--- src/rtl/uio_bus_arbiter.sv ---
// uio_bus_arbiter: round-robin owner of the shared uio pad bus.
// Each grant is preceded by an undriven turnaround window and limited to
// HOLD_MAX beats, so two engines never drive the pads in the same cycle.
module uio_bus_arbiter #(
  parameter int N_REQ    = 3,
  parameter int DATA_W   = 8,
  parameter int HOLD_MAX = 4,
  parameter int TURN_CYC = 1
) (
  input  logic                      clk,
  input  logic                      rst,
  input  logic                      ena,
  input  logic [N_REQ-1:0]          req,
  input  logic [N_REQ-1:0]          dir,
  input  logic [N_REQ*DATA_W-1:0]   wdata,
  input  logic [N_REQ-1:0]          last,
  input  logic [DATA_W-1:0]         uio_in,
  output logic [N_REQ-1:0]          gnt,
  output logic                      ack,
  output logic [DATA_W-1:0]         rdata,
  output logic                      rvalid,
  output logic [DATA_W-1:0]         uio_out,
  output logic [DATA_W-1:0]         uio_oe,
  output logic                      busy
);

  localparam int PTR_W = $clog2(N_REQ);

  typedef enum logic [1:0] {
    S_IDLE = 2'd0,
    S_TURN = 2'd1,
    S_XFER = 2'd2
  } state_t;

  state_t               state_q, state_d;
  logic [PTR_W-1:0]     owner_q, owner_d;
  logic [PTR_W-1:0]     ptr_q, ptr_d;
  logic                 dir_q, dir_d;
  logic [1:0]           turn_q, turn_d;
  logic [3:0]           beat_q, beat_d;
  logic [N_REQ-1:0]     gnt_q, gnt_d;
  logic [DATA_W-1:0]    rdata_q, rdata_d;
  logic                 rvalid_q, rvalid_d;

  logic                 win_found;
  logic [PTR_W-1:0]     win_idx;
  int                   scan_idx;
  logic                 xfer_wr;

  // Round-robin scan: first set request after the previous owner, with wrap.
  always_comb begin
    win_found = 1'b0;
    win_idx   = '0;
    scan_idx  = 0;
    for (int k = 1; k <= N_REQ; k++) begin
      scan_idx = (int'(ptr_q) + k) % N_REQ;
      if (!win_found && req[PTR_W'(scan_idx)]) begin
        win_found = 1'b1;
        win_idx   = PTR_W'(scan_idx);
      end
    end
  end

  // A beat is accepted only while the owner holds the bus and the design is enabled.
  assign ack = (state_q == S_XFER) && ena && req[owner_q];

  // Next-state, grant, beat counting and read-data capture.
  always_comb begin
    state_d  = state_q;
    owner_d  = owner_q;
    ptr_d    = ptr_q;
    dir_d    = dir_q;
    turn_d   = turn_q;
    beat_d   = beat_q;
    gnt_d    = gnt_q;
    rdata_d  = rdata_q;
    rvalid_d = 1'b0;

    if (ack && !dir_q) begin
      rdata_d  = uio_in;
      rvalid_d = 1'b1;
    end

    case (state_q)
      S_IDLE: begin
        gnt_d  = '0;
        beat_d = '0;
        if (ena && win_found) begin
          owner_d = win_idx;
          dir_d   = dir[win_idx];
          ptr_d   = win_idx;
          turn_d  = '0;
          state_d = S_TURN;
        end
      end
      S_TURN: begin
        if (!ena || !req[owner_q]) begin
          state_d = S_IDLE;
        end else if (turn_q == 2'(TURN_CYC - 1)) begin
          state_d = S_XFER;
          gnt_d   = {{(N_REQ-1){1'b0}}, 1'b1} << owner_q;
          beat_d  = '0;
        end else begin
          turn_d = turn_q + 2'd1;
        end
      end
      S_XFER: begin
        if (!ack) begin
          state_d = S_IDLE;
          gnt_d   = '0;
          beat_d  = '0;
        end else if (last[owner_q] || (beat_q + 4'd1 == 4'(HOLD_MAX))) begin
          state_d = S_IDLE;
          gnt_d   = '0;
          beat_d  = '0;
        end else begin
          beat_d = beat_q + 4'd1;
        end
      end
      default: begin
        state_d = S_IDLE;
        gnt_d   = '0;
        beat_d  = '0;
      end
    endcase
  end

  // State register; reset aborts any burst and leaves req[0] first in line.
  always_ff @(posedge clk) begin
    if (rst) begin
      state_q  <= S_IDLE;
      owner_q  <= '0;
      ptr_q    <= PTR_W'(N_REQ - 1);
      dir_q    <= 1'b0;
      turn_q   <= '0;
      beat_q   <= '0;
      gnt_q    <= '0;
      rdata_q  <= '0;
      rvalid_q <= 1'b0;
    end else begin
      state_q  <= state_d;
      owner_q  <= owner_d;
      ptr_q    <= ptr_d;
      dir_q    <= dir_d;
      turn_q   <= turn_d;
      beat_q   <= beat_d;
      gnt_q    <= gnt_d;
      rdata_q  <= rdata_d;
      rvalid_q <= rvalid_d;
    end
  end

  // Pads are driven only by a write owner in XFER; all-ones or all-zeros enable.
  assign xfer_wr = (state_q == S_XFER) && dir_q;
  assign uio_oe  = {DATA_W{xfer_wr}};
  assign uio_out = xfer_wr ? wdata[owner_q*DATA_W +: DATA_W] : '0;
  assign gnt     = gnt_q;
  assign rdata   = rdata_q;
  assign rvalid  = rvalid_q;
  assign busy    = (state_q != S_IDLE);

endmodule

--- config.mk ---
export PLATFORM = sky130hd
export DESIGN_NAME = uio_bus_arbiter
export DESIGN_NICKNAME = d
export VERILOG_FILES = /design/src/rtl/uio_bus_arbiter.sv
export SDC_FILE = /design/constraint.sdc
export NUM_CORES = 1
export LEC_CHECK = 0
export CAP_MARGIN = 30
export CORE_MARGIN = 2
export CORE_UTILIZATION = 35
export CTS_CLUSTER_DIAMETER = 40
export DETAILED_ROUTE_END_ITERATION = 6
export DONT_BUFFER_PORTS = 1
export GPL_ROUTABILITY_DRIVEN = 0
export PLACE_DENSITY_LB_ADDON = 0.25
export SYNTH_ARGS = -nofsm -noshare
export SYNTH_HDL_FRONTEND = slang
export SYNTH_SLANG_ARGS = --single-unit
export TNS_END_PERCENT = 20
--- constraint.sdc ---
create_clock -name clk -period 3.45 [get_ports clk]
set_clock_uncertainty 0.2 [all_clocks]
set_input_delay 0.8625 -clock clk [delete_from_list [all_inputs] [get_ports clk]]
set_output_delay 0.8625 -clock clk [all_outputs]
set_load 0.03 [all_outputs]
==> results_dict.tcl <==
set metrics [dict create \
    run_status "completed" \
    hold_viol 0 \
    power.share.clock 0.296 \
    hold_path_class "flop to flop" \
    rows 24 \
    ff2ff_path_depth 8 \
    die_x_um 71.75 \
    p_per_area_nw_per_um2 401.9 \
    grt_use_total 0.1364 \
    fmax_mhz 318.8 \
    combPwrFrac 0.245 \
    start_util 0.3664 \
    cts_buffers 3 \
    grt-busiest-layer "met2" \
    yosys.area.top_type "dfxtp_1" \
    async_reset_ff_frac 0 \
    yosys_warnings 0 \
    sw_frac_of_total 0.3131 \
    synth_commonest_cells "nor2_1 (39), dfxtp_1 (24), mux2i_1 (21)" \
    dr.pass1.iters 4 \
    start_kind "flop" \
    worst_slew_pin_slew_ns 0.6616 \
    synthFlopType "dfxtp_1" \
    fin_crit_ns 3.137 \
    synth_edf_count 0 \
    endpoint "ack" \
    path_clk_slew_ns 0.08 \
    antenna_found_initial 0 \
    yosysMostFrequentCell "nor2_1" \
    coreArea_um2 4384 \
    sequentialPowerShare 0.459 \
    ys_ff_latch 24 \
    synth.avg_cell_area_um2 8.239 \
    dieArea_um2 5148 \
    maxSlewViolCount 0 \
    grt_start_max_net_pins 27 \
    path_class "flop to primary output" \
    worst_hold_slack_ns 0.3115 \
    h-tree-depth 1 \
    synthDistinctLibCells 45 \
    finalWirelength_um 3474 \
    ctsResizeCount 0 \
    grt_pass1_vias 1174 \
    vias 1289 \
    cts_tree "built" \
    timing.rr.end "turn_q[0]$_SDFFE_PP0P_" \
    viasPerCell 5.393 \
    worstPathRequired_ns 2.39 \
    cp_max_fo 13 \
    worst_ep_arrival_time_ns 2.07 \
    post_cts_buffers 0 \
    clock_sinks 24 \
    cts_buffer_depth 2 \
    grt_use_met1 0.1850 \
    area_growth_pct 3.038 \
    avgRoutedWirePerCell_um 14.54 \
    fin_nets 239 \
    dpl.hpwl_um 2571 \
    ant_nets 0 \
    setup_viol 0 \
    syn_inst 195 \
    p_leak_nw 0.6712 \
    diodes 0 \
    synth_area_um2 1607 \
    synth_nets 246 \
    p_sw_w 0.0002083 \
    met3_usage 0.04360 \
    p_total_w 0.0006653 \
    root_buffer "clkbuf_8" \
    rsz0062_at_grt "false" \
    setup_tns_ns 0 \
    ios 74 \
    synth_top_area_share 0.2991 \
    synth_top_cells_by_area "dfxtp_1 (30%), mux2i_1 (13%), nor2_1 (9.1%)" \
    finish.utilization 0.3776 \
    relSlewSlack 0.5626 \
    irDropWorstVdd_uv 196.7 \
    synth-seq-area-share 0.2991 \
    gr-total-overflow 0 \
    clk-insertion-delay-late_ns 0.27 \
    crit_start "owner_q[1]$_SDFFE_PP0P_" \
    internal_power_w 0.0004570 \
    rr_startpoint "owner_q[0]$_SDFFE_PP0P_" \
    drc 0 \
    cts_hold_buf 0 \
    grt_first_pass_wirelength_um 5616 \
    endpoint_kind "primary output" \
    die_h_um 71.75 \
    r2r_setup_slack_ns 0.78 \
    drv_cap 0 \
    io_buffers 0 \
    fin_crit_sh 0.9092 \
    drive_gt1_frac 0.1016 \
    use_met2 0.2119 \
    drtIter0Drc 66 \
]
-- state kept, by name (all words and copies together), names as in the netlist, 2 cells and up --
| signal | flops |
|---|---|
| rdata | 8 |
| beat_q | 4 |
| gnt | 3 |
| turn_q | 2 |
| owner_q | 2 |
| state_q | 2 |
-- cells by family (layout without fill, tap and decap cells) --
group | after synthesis | count (layout) | share of synthesized area
compound gates | 41 | 41 | 0.1955
fa+ha+maj | 7 | 7 | 0.05451
buf+inv | 25 | 17 | 0.08177
flops | 24 | 24 | 0.2991
mux | 22 | 22 | 0.1378
simple gates | 76 | 76 | 0.2313
-- layout make-up --
| cell class | count | area, um2 |
|---|---|---|
| Fill cell | 453 | 2729 |
| Multi-Input combinational cell | 146 | 994.7 |
| Sequential cell | 24 | 480.5 |
| Tap cell | 52 | 65.06 |
| Clock buffer | 4 | 55.05 |
| Inverter | 10 | 37.54 |
| Timing Repair Buffer | 3 | 22.52 |
-- power groups by stage --
| stage | Sequential [W] | Combinational, W | Clock, W |
|---|---|---|---|
| floorplan | 0.000304 | 0.000149 | 0 |
| global placement | 0.000313 | 0.000162 | 0 |
| detailed placement | 0.000312 | 0.000162 | 0 |
| CTS | 0.000306 | 0.000163 | 0.000206 |
| global route | 0.000308 | 0.000184 | 0.000218 |
| finish | 0.000305 | 0.000163 | 0.000197 |
-- cell usage in the layout (no fill, tap or decap), types with 2 or more instances in the layout --
master	Yosys	layout
nor2_1	39	39
dfxtp_1	24	24
mux2i_1	21	21
a21oi_1	14	14
inv_1	9	8
nand2b_1	8	8
ha_1	7	7
nor2b_1	5	5
nand2_1	4	4
nand3_1	4	4
nor3_1	4	4
clkbuf_8	0	4
a211oi_1	3	3
a31oi_1	3	3
buf_4	10	3
or2_2	2	2
nand3b_1	2	2
inv_2	1	2
or2_1	2	2
o21bai_1	2	2
o21ai_1	2	2
a22oi_1	2	2
-- per-layer routing --
| metal | part of all wire | up-vias | wire length [um] |
|---|---|---|---|
| met5 | 0 | - | 0 |
| met4 | 0.010 | 0 | 36 |
| met3 | 0.076 | 4 | 265 |
| met2 | 0.44 | 47 | 1519 |
| met1 | 0.48 | 581 | 1652 |
| li1 | - | 657 | - |
-- worst min-delay path by stage --
stage	startpoint	slack [ns]	cells after the start	to
after floorplan	turn_q[1]$_SDFFE_PP0P_	0.27	2	turn_q[1]$_SDFFE_PP0P_
after detailed placement	turn_q[1]$_SDFFE_PP0P_	0.29	2	turn_q[1]$_SDFFE_PP0P_
after CTS	dir_q$_SDFFE_PP0P_	0.32	2	dir_q$_SDFFE_PP0P_
final	turn_q[1]$_SDFFE_PP0P_	0.31	2	turn_q[1]$_SDFFE_PP0P_
after global routing	dir_q$_SDFFE_PP0P_	0.33	2	dir_q$_SDFFE_PP0P_
after global placement	turn_q[1]$_SDFFE_PP0P_	0.29	2	turn_q[1]$_SDFFE_PP0P_
-- stage by stage --
stage	setup slack, ns	instance area [um2]	instances
after global placement	0.6092	1600	235
final	0.3132	1655	239
after global routing	0.09559	1655	239
after CTS	0.2761	1655	239
after detailed placement	0.6025	1600	235
after floorplan	0.6120	1607	195
-- critical path, stage by stage, from the launching register on --
cell and delay (ns):
dfxtp_1 0.61, nor2b_2 0.56, o2bb2ai_2 0.19, nand2_2 0.11, nor2_1 0.14, buf_4 0.18
No activity file was read; power rests on OpenSTA's default activity.
